<file path="src/rtl/mult_result_accum_pkg.sv">
// Shared definitions for the product-frame accumulator and its upstream frame controller:
// state encoding, parameter legal ranges and the count-register sizing rule.
package mult_result_accum_pkg;

  localparam logic [1:0] ST_IDLE  = 2'd0;
  localparam logic [1:0] ST_ACCUM = 2'd1;
  localparam logic [1:0] ST_HOLD  = 2'd2;

  localparam int ACC_LEN_MIN = 1;
  localparam int ACC_LEN_MAX = 256;
  localparam int OUT_W_MIN   = 8;
  localparam int OUT_W_MAX   = 24;

  // Count must reach ACC_LEN itself, so size for ACC_LEN+1 values; never below 1 bit.
  function automatic int cnt_width(input int n);
    int w;
    w = $clog2(n + 1);
    return (w < 1) ? 1 : w;
  endfunction

endpackage

</file>
<file path="src/rtl/mult_result_accum_sat_add.sv">
// Unsigned saturating adder: clamps to all-ones and flags overflow when the true sum
// does not fit in W bits.
module sat_add #(
  parameter int W = 16
) (
  input  logic [W-1:0] a,
  input  logic [W-1:0] b,
  output logic [W-1:0] sum,
  output logic         overflow
);

  logic [W:0] full;

  always_comb begin
    full     = {1'b0, a} + {1'b0, b};
    overflow = full[W];
    sum      = full[W] ? {W{1'b1}} : full[W-1:0];
  end

endmodule

</file>
<file path="src/rtl/mult_result_accum.sv">
// Frame accumulator behind the 4x4 multiplier: sums ACC_LEN valid products with saturation
// and presents the result on a valid/ready port until the consumer takes it.
//
// Output handshake: o_sum/o_overflow are offered while o_sum_valid is high; a transfer happens
// on a rising clkb edge where o_sum_valid && i_sum_ready. o_sum_valid is a register, never
// a function of i_sum_ready, and only a transfer or rst can drop it.
module mult_result_accum
  import mult_result_accum_pkg::*;
#(
  parameter int ACC_LEN = 8,
  parameter int OUT_W   = 16
) (
  input  logic             clkb,
  input  logic             rst,
  input  logic             i_start,
  input  logic [7:0]       i_result,
  input  logic             i_valid,
  output logic             o_busy,
  output logic [OUT_W-1:0] o_sum,
  output logic             o_sum_valid,
  input  logic             i_sum_ready,
  output logic             o_overflow,
  output logic [1:0]       o_state
);

  localparam int CNT_W = cnt_width(ACC_LEN);

  logic [1:0]       state;
  logic [OUT_W-1:0] acc;
  logic [CNT_W-1:0] cnt;
  logic [OUT_W-1:0] add_sum;
  logic             add_ovf;
  logic             last_product;

  sat_add #(.W(OUT_W)) u_sat_add (
    .a        (acc),
    .b        (OUT_W'(i_result)),
    .sum      (add_sum),
    .overflow (add_ovf)
  );

  assign last_product = (cnt == CNT_W'(ACC_LEN - 1));
  assign o_busy       = (state != ST_IDLE);
  assign o_state      = state;

  always_ff @(posedge clkb) begin
    if (rst) begin
      state       <= ST_IDLE;
      acc         <= '0;
      cnt         <= '0;
      o_sum       <= '0;
      o_sum_valid <= 1'b0;
      o_overflow  <= 1'b0;
    end else begin
      case (state)
        ST_IDLE: begin
          if (i_start) begin
            acc        <= '0;
            cnt        <= '0;
            o_overflow <= 1'b0;
            state      <= ST_ACCUM;
          end
        end
        ST_ACCUM: begin
          if (i_valid) begin
            acc <= add_sum;
            cnt <= cnt + CNT_W'(1);
            // Sticky: once any partial sum clamps, the frame is marked saturated.
            if (add_ovf) o_overflow <= 1'b1;
            if (last_product) begin
              o_sum       <= add_sum;
              o_sum_valid <= 1'b1;
              state       <= ST_HOLD;
            end
          end
        end
        ST_HOLD: begin
          if (i_sum_ready) begin
            o_sum_valid <= 1'b0;
            state       <= ST_IDLE;
          end
        end
        default: state <= ST_IDLE;
      endcase
    end
  end

endmodule

</file>
<file path="config.mk">
export PLATFORM = sky130hd
export DESIGN_NAME = mult_result_accum
export DESIGN_NICKNAME = d
export VERILOG_FILES = /design/src/rtl/mult_result_accum_pkg.sv /design/src/rtl/mult_result_accum_sat_add.sv /design/src/rtl/mult_result_accum.sv
export SDC_FILE = /design/constraint.sdc
export NUM_CORES = 1
export LEC_CHECK = 0
export CAP_MARGIN = 40
export CORE_MARGIN = 4
export CORE_UTILIZATION = 33
export CTS_CLUSTER_DIAMETER = 100
export DETAILED_ROUTE_END_ITERATION = 6
export PLACE_DENSITY = 0.5
export SYNTH_ARGS = -nofsm -noshare
export SYNTH_HDL_FRONTEND = slang
export SYNTH_SLANG_ARGS = --single-unit
</file>
<file path="constraint.sdc">
create_clock -name clkb -period 4.05 [get_ports clkb]
set_input_delay 0.81 -clock clkb [delete_from_list [all_inputs] [get_ports clkb]]
set_output_delay 0.81 -clock clkb [all_outputs]
set_load 0.005 [all_outputs]
</file>
==> flow_summary.json, run 1 <==
{
  "netlist_area_mm2": 0.00228,
  "hold_buffers": 0,
  "synthesis.nets": 289,
  "timing.fmax_mhz": 325,
  "die_w_um": 91.1,
  "cp.required_ns": 4.22,
  "ant_nets": 0,
  "cp-end-kind": "flop",
  "clkLatencyLatePin_ns": 0.29,
  "cts_sinks": 40,
  "reg2reg_to": "o_sum[15]",
  "synth_edf_count": 0,
  "rsz0062_at_grt": "no",
  "synth.distinct_cells": 57,
  "cts_tree": "yes",
  "crit_path_max_fanout": 14,
  "hold_viol": 0,
  "antenna_found_initial": 0,
  "setup_viol": 0,
  "yosys.area.top_type_share_pct": 35.1,
  "clk_pin_slew_ns": 0.09,
  "final_nets": 317,
  "h-tree-depth": 2,
  "maxSlewHeadroom_pct": 52.0,
  "tns_ns": 0,
  "vias_per_cell": 5.25,
  "synth_area_leader_cell": "dfxtp_1",
  "start_util_pct": 33.7,
  "crit_slowest_cell": "fa_1",
  "dieHeight_um": 91.1,
  "cp_num_cells": 8,
  "grt_pass1_wl_um": 9490,
  "synth-xor-area-share_pct": 2.69,
  "cts_setup_buffers": 0,
  "r2r-start": "acc[0]",
  "crit_buf_inv": 1,
  "post_drt_wl_per_cell_um": 14.9,
  "synth_compound_area_share_pct": 26.1,
  "p_leak_nw": 0.955,
  "synth_top_family_by_area": "compound AO/OA/AOI/OAI gates",
  "synthArstFlopShare_pct": 0,
  "clockRootBuffer": "clkbuf_8",
  "dp_hpwl_um": 4070,
  "ys_seq_area_share_pct": 35.1,
  "power_density_mw_per_mm2": 304,
  "cp-start-kind": "input pin",
  "rows": 30,
  "cp-endpoint": "o_sum[15]",
  "core_area_mm2": 0.00676,
  "synth_mux_area_share_pct": 0.879,
  "cts_max_path_buffers": 2,
  "fin_crit_sh_pct": 75.9,
  "rrSetupSlack_ns": 1.60,
  "grt.overflow.total": 0,
  "via_count": 1968,
  "port_buffers": 33,
  "drt_wl_total_um": 5590,
  "synth-seq-cells": 40,
  "area_delta_synth_final_pct": 21.0,
  "period_minus_slack_ns": 3.08,
  "grtUsageTotal_pct": 14.0,
  "grt_max_degree": 19,
  "cts_made_buffers": 5,
  "cpPeakStageDelay_ns": 0.46,
  "ys_top_cells_by_area": "dfxtp_1 (35%), nor2_1 (5.4%), a21oi_1 (5.1%)",
  "p_total_mw": 0.839,
  "synthCells": 266,
  "finalWeightedCongestion": 0.780,
  "diodes": 0,
  "synthAdderAreaFrac_pct": 5.82,
  "reg2reg_depth": 7,
  "skew_ns": 0.0101,
  "yosys.area_share.simple_pct": 24.5,
  "crit_chain": "clkdlybuf4s50_1 > ha_1 > fa_1 > a211oi_2 > o211ai_4 > and4_1 > nor3_1 > nor4_2",
  "worstPathArrival_ns": 3.25,
  "drt_iter0_markers": 111,
  "peakVddDrop_uv": 155,
  "finalMaxSlewViolations": 0,
  "ys_warn_count": 0,
  "synth_flop_cell": "dfxtp_1",
  "netlist_top_cells_count": "dfxtp_1 (40), nor2_1 (33), a21oi_1 (23), nand2_1 (21), nor3_2 (11)",
  "drtPass1Iterations": 4,
  "outcome": "completed",
  "path_class": "in -> reg",
  "synth_most_common_cell": "dfxtp_1",
  "hold_class": "reg -> reg",
  "num_io_pins": 34,
  "first_global_vias": 1910,
  "syn_avg_cell_area_um2": 8.57,
  "die-area_mm2": 0.00830,
  "drive_gt1_share_pct": 14.2,
  "post_cts_resized": 0,
  "tightestPinTransition_ns": 0.721,
  "drc": 0,
  "crit_family": "simple AND/OR/NAND/NOR gates",
  "cp-startpoint": "i_result[0]",
  "cap_violations": 0
}
==> flip-flops by register name, indices dropped and copies added (netlist names) <==
signal and flops:
o_state 2, o_sum_valid 1, o_sum 16, o_overflow 1
acc 16, cnt 4
==> worst reg2reg max path, delay by kind of cell, from the launching register on <==
kind	cells	cell delay [ns]
flops	1	0.32
simple gates	3	0.85
compound gates	2	0.49
fa+ha+maj	2	0.67
==> per-layer routing <==
metal | track usage, % | routed length [um] | vias up
li1 | - | - | 1027
met1 | 19.0 | 2790 | 913
met2 | 22.2 | 2590 | 26
met3 | 3.31 | 176 | 2
met4 | 3.89 | 36 | 0
met5 | 0 | 0 | -
==> area by class of cell <==
class,count,area (um^2)
repair buffers,37,360
multi-input cells,205,1370
well taps,80,100
fillers,702,4000
clock inverters,3,42.5
inverters,5,18.8
flip-flops and latches,40,801
clock buffers,5,68.8
==> how the worst min path moves through the flow <==
stage / startpoint / to / slack, ns / cells past startpoint
2_1_floorplan: acc[5] / acc[5] / 0.43 / 2
3_3_place_gp: acc[5] / acc[5] / 0.45 / 2
3_5_place_dp: cnt[3] / cnt[3] / 0.45 / 1
4_1_cts: cnt[3] / cnt[3] / 0.47 / 1
5_1_grt: acc[0] / acc[0] / 0.49 / 2
6_report: cnt[3] / cnt[3] / 0.46 / 1
==> kinds of logic after synthesis <==
logic type,Yosys count
compound gates,83
simple gates,103
flops,40
xor+xnor,7
buf+inv,21
fa+ha+maj,10
mux,2
==> where the power goes <==
| group | internal [mW] | leakage, nW | switching [mW] |
|---|---|---|---|
| Combinational | 0.0435 | 0.578 | 0.0625 |
| Clock | 0.183 | 0.0541 | 0.147 |
| Sequential | 0.398 | 0.323 | 0.00483 |
| Total | 0.624 | 0.955 | 0.215 |
==> per-stage QoR <==
step / instance area, um^2 / hold slack, ns / utilization (%) / worst slack [ns] / instances
after floorplan: 2280 / 0.429 / - / 1.33 / 266
after global placement: 2650 / 0.445 / 39.2 / 0.703 / 367
after detailed placement: 2650 / 0.449 / 39.2 / 0.676 / 367
after CTS: 2760 / 0.470 / 40.8 / 0.955 / 375
after global routing: 2760 / 0.488 / 40.8 / 0.828 / 375
final: 2760 / 0.464 / 40.8 / 0.975 / 375
==> cells in the final DEF (no fill, tap or decap), drive strengths merged, types with 3 or more instances in the layout <==
cell           count
nand4              4
dfxtp             40
nand2             22
buf                4
xor2               5
nor2              33
clkbuf             5
and2               3
nand3              6
nand2b             3
ha                 9
clkdlybuf4s50     33
nor4               6
and3               3
a21oi             29
o21ai             17
o21a               4
o211ai             6
nor3              14
inv                5
a211oi             9
a21o               3
(Power assumes the default switching activity.)
==> run 2: changes to the inputs <==
PLACE_DENSITY = 0.52   (was 0.5)
clock period = 2.69 ns   (was 4.05 ns; I/O delays follow)
==> run 2 against run 1 <==
Against the previous run:
- via count is 4.0% higher
- combinational power rose by 69%
- wire length up 1.8%
- total power up 53%
- largest cell class unchanged
- critical endpoint is now acc[15]
- highest routed layer unchanged
- hold slack better by 0.0022 ns
- cell area increased by 5.7%
- register-to-register slack got worse by 1.1 ns
- sequential share of layout area down 1.6 points
- sequential cell count unchanged
- cell count rose by 4.5%
- core utilization up 2.3 points
- clock skew up 0.00057 ns
==> flow_summary.json, run 2 (same netlist as run 1, synthesis figures left out) <==
{
  "core_area_mm2": 0.00676,
  "clk_pin_slew_ns": 0.09,
  "clockRootBuffer": "clkbuf_8",
  "swShare_pct": 25.6,
  "postPlaceCellArea_mm2": 0.00280,
  "fin_area_mm2": 0.00291,
  "path_class": "in -> reg",
  "cts_setup_buffers": 0,
  "p_sw_mw": 0.329,
  "diodes": 0,
  "setup_viol": 0,
  "met1_length_um": 2770,
  "maxSlewHeadroom_pct": 71.4,
  "grt_max_degree": 17,
  "period_minus_slack_ns": 2.56,
  "vias_per_cell": 5.22,
  "tightestPinTransition_ns": 0.428,
  "finalWeightedCongestion": 0.801,
  "wl_met2_um": 2650,
  "fin_crit_sh_pct": 95.0,
  "start_util_pct": 33.7,
  "hold_buffers": 0,
  "power_frac_seq_pct": 47.2,
  "drt_iter0_markers": 72,
  "cts_max_path_buffers": 2,
  "crit_path_max_fanout": 6,
  "post_cts_resized": 0,
  "grt_pass1_wl_um": 9780,
  "p_leak_nw": 1.05,
  "num_io_pins": 34,
  "antenna_found_initial": 0,
  "hold_viol": 0,
  "top_layer": "met4",
  "timing.fmax_mhz": 391,
  "die-area_mm2": 0.00830,
  "clkLatencyLatePin_ns": 0.30,
  "h-tree-depth": 2,
  "cts_made_buffers": 5,
  "first_global_vias": 2024,
  "dpl_worst_slack_ns": -0.216,
  "peakVddDrop_uv": 182,
  "cap_violations": 0,
  "comb_power_share_pct": 13.9,
  "outcome": "completed",
  "power_density_mw_per_mm2": 441,
  "cp-end-kind": "flop",
  "drt_wl_total_um": 5690,
  "dieHeight_um": 91.1,
  "area_delta_synth_final_pct": 27.9,
  "layout_common_cells": "dfxtp_1 (40), nor2_1 (33), clkdlybuf4s50_1 (33)",
  "cts_tree": "yes",
  "finalMaxSlewViolations": 0,
  "p_int_mw": 0.956,
  "worstPathArrival_ns": 2.76,
  "cp-start-kind": "input pin",
  "timing.final.ws_setup_ns": 0.135,
  "drive_gt1_share_pct": 18.6,
  "cp.required_ns": 2.89,
  "via_count": 2047,
  "reg.largest.list": "acc x16, o_sum x16, cnt x4",
  "cts_sinks": 40,
  "post_drt_wl_per_cell_um": 14.5,
  "drtPass1Iterations": 4,
  "final_nets": 334,
  "hold_class": "reg -> reg",
  "dp_hpwl_um": 4270,
  "die_w_um": 91.1,
  "ant_nets": 0,
  "mostFrequentLayoutCell": "dfxtp_1",
  "grt.overflow.total": 0,
  "rsz0062_at_grt": "no",
  "skew_ns": 0.0106,
  "wl_met3_um": 194,
  "clkPwrFrac_pct": 38.9,
  "grtUsageTotal_pct": 14.5,
  "rows": 30,
  "drc": 0,
  "port_buffers": 33
}
## run 2: cell types whose count changed in the layout (fill, tap and decap cells not counted), sizes merged
cell | previous run | this run
clkinvlp | 1 | 0
buf | 4 | 21
clkbuf | 5 | 6
## run 2: path summary, 6_finish.rpt
check | startpoint | endpoint | slack, ns | depth (start not counted)
worst max-delay path | i_result[0] | acc[15] | 0.13 | 9
worst min-delay path | acc[0] | acc[0] | 0.47 | 2
worst max register to register | acc[0] | acc[15] | 0.49 | 8
worst min register to register | acc[0] | acc[0] | 0.47 | 2
## run 2: layer usage
metal / up-vias / global-route usage (%)
met1: 942 / 20.0
met4: 0 / 4.52
met5: - / 0
met3: 8 / 2.65
met2: 35 / 22.8
li1: 1062 / -
## run 2: cell type report
| class | instances | area, um^2 |
|---|---|---|
| inverter | 5 | 18.8 |
| tap | 80 | 100 |
| fill | 715 | 3840 |
| clock inverter | 2 | 35.0 |
| sequential | 40 | 801 |
| clock buffer | 6 | 72.6 |
| timing repair buffer | 54 | 513 |
| multi-input combinational | 205 | 1370 |
## run 2: metrics by stage
step           TNS [ns]  hold WS [ns]  std cells  utilization [%]  power [mW]
2_1_floorplan         0         0.429        266                -       0.728
3_3_place_gp      -3.34         0.446        384             41.4       0.799
3_5_place_dp      -4.15         0.456        384             41.4       0.799
4_1_cts               0         0.470        392             43.0        1.30
5_1_grt               0         0.490        392             43.1        1.35
6_report              0         0.466        392             43.1        1.29
## run 2: power groups by stage
| stage | Combinational, mW | Clock (mW) | Sequential [mW] |
|---|---|---|---|
| global route | 0.198 | 0.538 | 0.608 |
| detailed placement | 0.178 | 0 | 0.621 |
| CTS | 0.179 | 0.515 | 0.607 |
| floorplan | 0.110 | 0 | 0.618 |
| finish | 0.179 | 0.499 | 0.607 |
| global placement | 0.178 | 0 | 0.621 |
## run 2: worst max-delay path, cell delays in order
cell and delay (ns):
clkdlybuf4s50_1 0.40, ha_1 0.23, fa_1 0.46, a211oi_4 0.28, o211ai_4 0.11, buf_12 0.15, nand4_1 0.22, o21ai_0 0.13
a22o_1 0.24
==> run 3: changes to the inputs <==
CORE_ASPECT_RATIO = 1.2   (was default)
==> run 3 against run 2 <==
Against the previous run:
- non-clock buffer count down 1
- sequential power is essentially flat
- sequential cell count is the same
- clock power is 11% higher
- via count about the same
- count of clock-buffer cells in the layout up 1
- clock skew decreased by 0.0025 ns
- global-route usage is 0.27 points lower
- core utilization rose by 1.3 points
- critical path depth down 1
- total power grew 3.8%
- wire length grew 0.79%
==> flow_summary.json, run 3 (same netlist as run 1, synthesis figures left out) <==
{
  "hold_buffers": 0,
  "tightestPinTransition_ns": 0.376,
  "die-area_mm2": 0.00830,
  "cp_num_cells": 8,
  "via_count": 2046,
  "cts_max_path_buffers": 2,
  "crit_slowest_cell": "fa_1",
  "num_io_pins": 34,
  "min_path_cells": 1,
  "path_class": "in -> reg",
  "start_util_pct": 34.7,
  "crit_family": "compound AO/OA/AOI/OAI gates",
  "cts_tree": "yes",
  "reg.largest.list": "acc x16, o_sum x16, cnt x4",
  "maxSlewHeadroom_pct": 75.0,
  "hold_class": "reg -> reg",
  "whs_ns": 0.459,
  "drtPass1Iterations": 4,
  "area_delta_synth_final_pct": 28.1,
  "dp_hpwl_um": 4280,
  "cp.required_ns": 2.89,
  "cap_violations": 0,
  "cpPeakStageDelay_ns": 0.44,
  "timing.fmax_mhz": 391,
  "outcome": "completed",
  "skew_ns": 0.00810,
  "period_minus_slack_ns": 2.56,
  "grt.overflow.total": 0,
  "fin_area_mm2": 0.00292,
  "grt_max_degree": 21,
  "drt_wl_total_um": 5740,
  "cts_made_buffers": 5,
  "crit_path_max_fanout": 7,
  "worstPathArrival_ns": 2.75,
  "multi_input_area_mm2": 0.00137,
  "grtUsageTotal_pct": 14.2,
  "fin_crit_sh_pct": 95.0,
  "postPlaceCellArea_mm2": 0.00279,
  "p_leak_nw": 1.05,
  "power_density_mw_per_mm2": 457,
  "finalMaxSlewViolations": 0,
  "drc": 0,
  "finalWeightedCongestion": 0.872,
  "clkLatencyLatePin_ns": 0.30,
  "cp-end-kind": "flop",
  "fill_cells": 686,
  "layout_common_cells": "dfxtp_1 (40), nor2_1 (33), clkdlybuf4s50_1 (33)",
  "post_drt_wl_per_cell_um": 14.5,
  "rows": 32,
  "core_area_mm2": 0.00657,
  "clockRootBuffer": "clkbuf_8",
  "drive_gt1_share_pct": 18.6,
  "grt_pass1_wl_um": 9600,
  "crit_buf_inv": 1,
  "p_total_mw": 1.33,
  "seq_area_um2": 801,
  "clk_pin_slew_ns": 0.08,
  "dieHeight_um": 99.0,
  "vias_per_cell": 5.17,
  "port_buffers": 33,
  "die_w_um": 83.9,
  "setup_viol": 0,
  "first_global_vias": 1951,
  "hold_viol": 0,
  "post_cts_resized": 0,
  "crit_chain": "clkdlybuf4s50_1 > ha_1 > fa_1 > a211oi_4 > o211ai_4 > nand4_1 > o21ai_0 > a22o_1",
  "diodes": 0,
  "peakVddDrop_uv": 198,
  "drt_iter0_markers": 123,
  "mostFrequentLayoutCell": "dfxtp_1",
  "antenna_found_initial": 0,
  "cts_setup_buffers": 0,
  "rrSetupSlack_ns": 0.48,
  "cp-start-kind": "input pin",
  "final_nets": 333,
  "h-tree-depth": 2,
  "reg2reg_depth": 7,
  "ant_nets": 0,
  "cts_sinks": 40
}
==> run 3: cell count changes in the layout (fill, tap and decap cells not counted), sizes merged <==
cell / before / now
clkinv: 1 / 0
clkbuf: 6 / 7
buf: 21 / 20
==> run 3: stage by stage <==
stage / cells / util, % / TNS, ns / setup slack (ns)
3_5_place_dp: 388 / 42.4 / -3.04 / -0.194
6_report: 396 / 44.5 / 0 / 0.134
4_1_cts: 396 / 44.3 / 0 / 0.129
3_3_place_gp: 388 / 42.4 / -3.10 / -0.213
5_1_grt: 396 / 44.5 / -0.0000897 / -0.0000897
2_1_floorplan: 266 / - / 0 / 0.240
==> run 3: worst paths after layout <==
kind                   to         from
setup / recovery  acc[15]  i_result[0]
hold / removal     cnt[3]       cnt[3]
setup reg to reg  acc[15]       acc[0]
hold reg to reg    cnt[3]       cnt[3]
==> run 3: layout make-up <==
class,count,area share [%]
Tap cell,85,3.64
Clock inverter,1,1.03
Timing Repair Buffer,53,16.9
Sequential cell,40,27.4
Inverter,5,0.643
Clock buffer,7,3.30
Multi-Input combinational cell,205,47.1
==> run 3: metal layers <==
metal | wire, um | global-route usage (%) | share of wire [%] | vias to the layer above
met3 | 146 | 2.42 | 2.5 | 5
met4 | 92 | 5.20 | 1.6 | 0
met5 | 0 | 0 | 0 | -
li1 | - | - | - | 1058
met1 | 2650 | 17.5 | 46 | 954
met2 | 2850 | 24.8 | 50 | 29
==> run 3: report_power, final <==
| group | total [mW] | leakage [nW] | switching [mW] | internal [mW] |
|---|---|---|---|---|
| logic | 0.174 | 0.660 | 0.0968 | 0.0771 |
| clock network | 0.554 | 0.0645 | 0.226 | 0.328 |
| registers | 0.607 | 0.323 | 0.00704 | 0.600 |
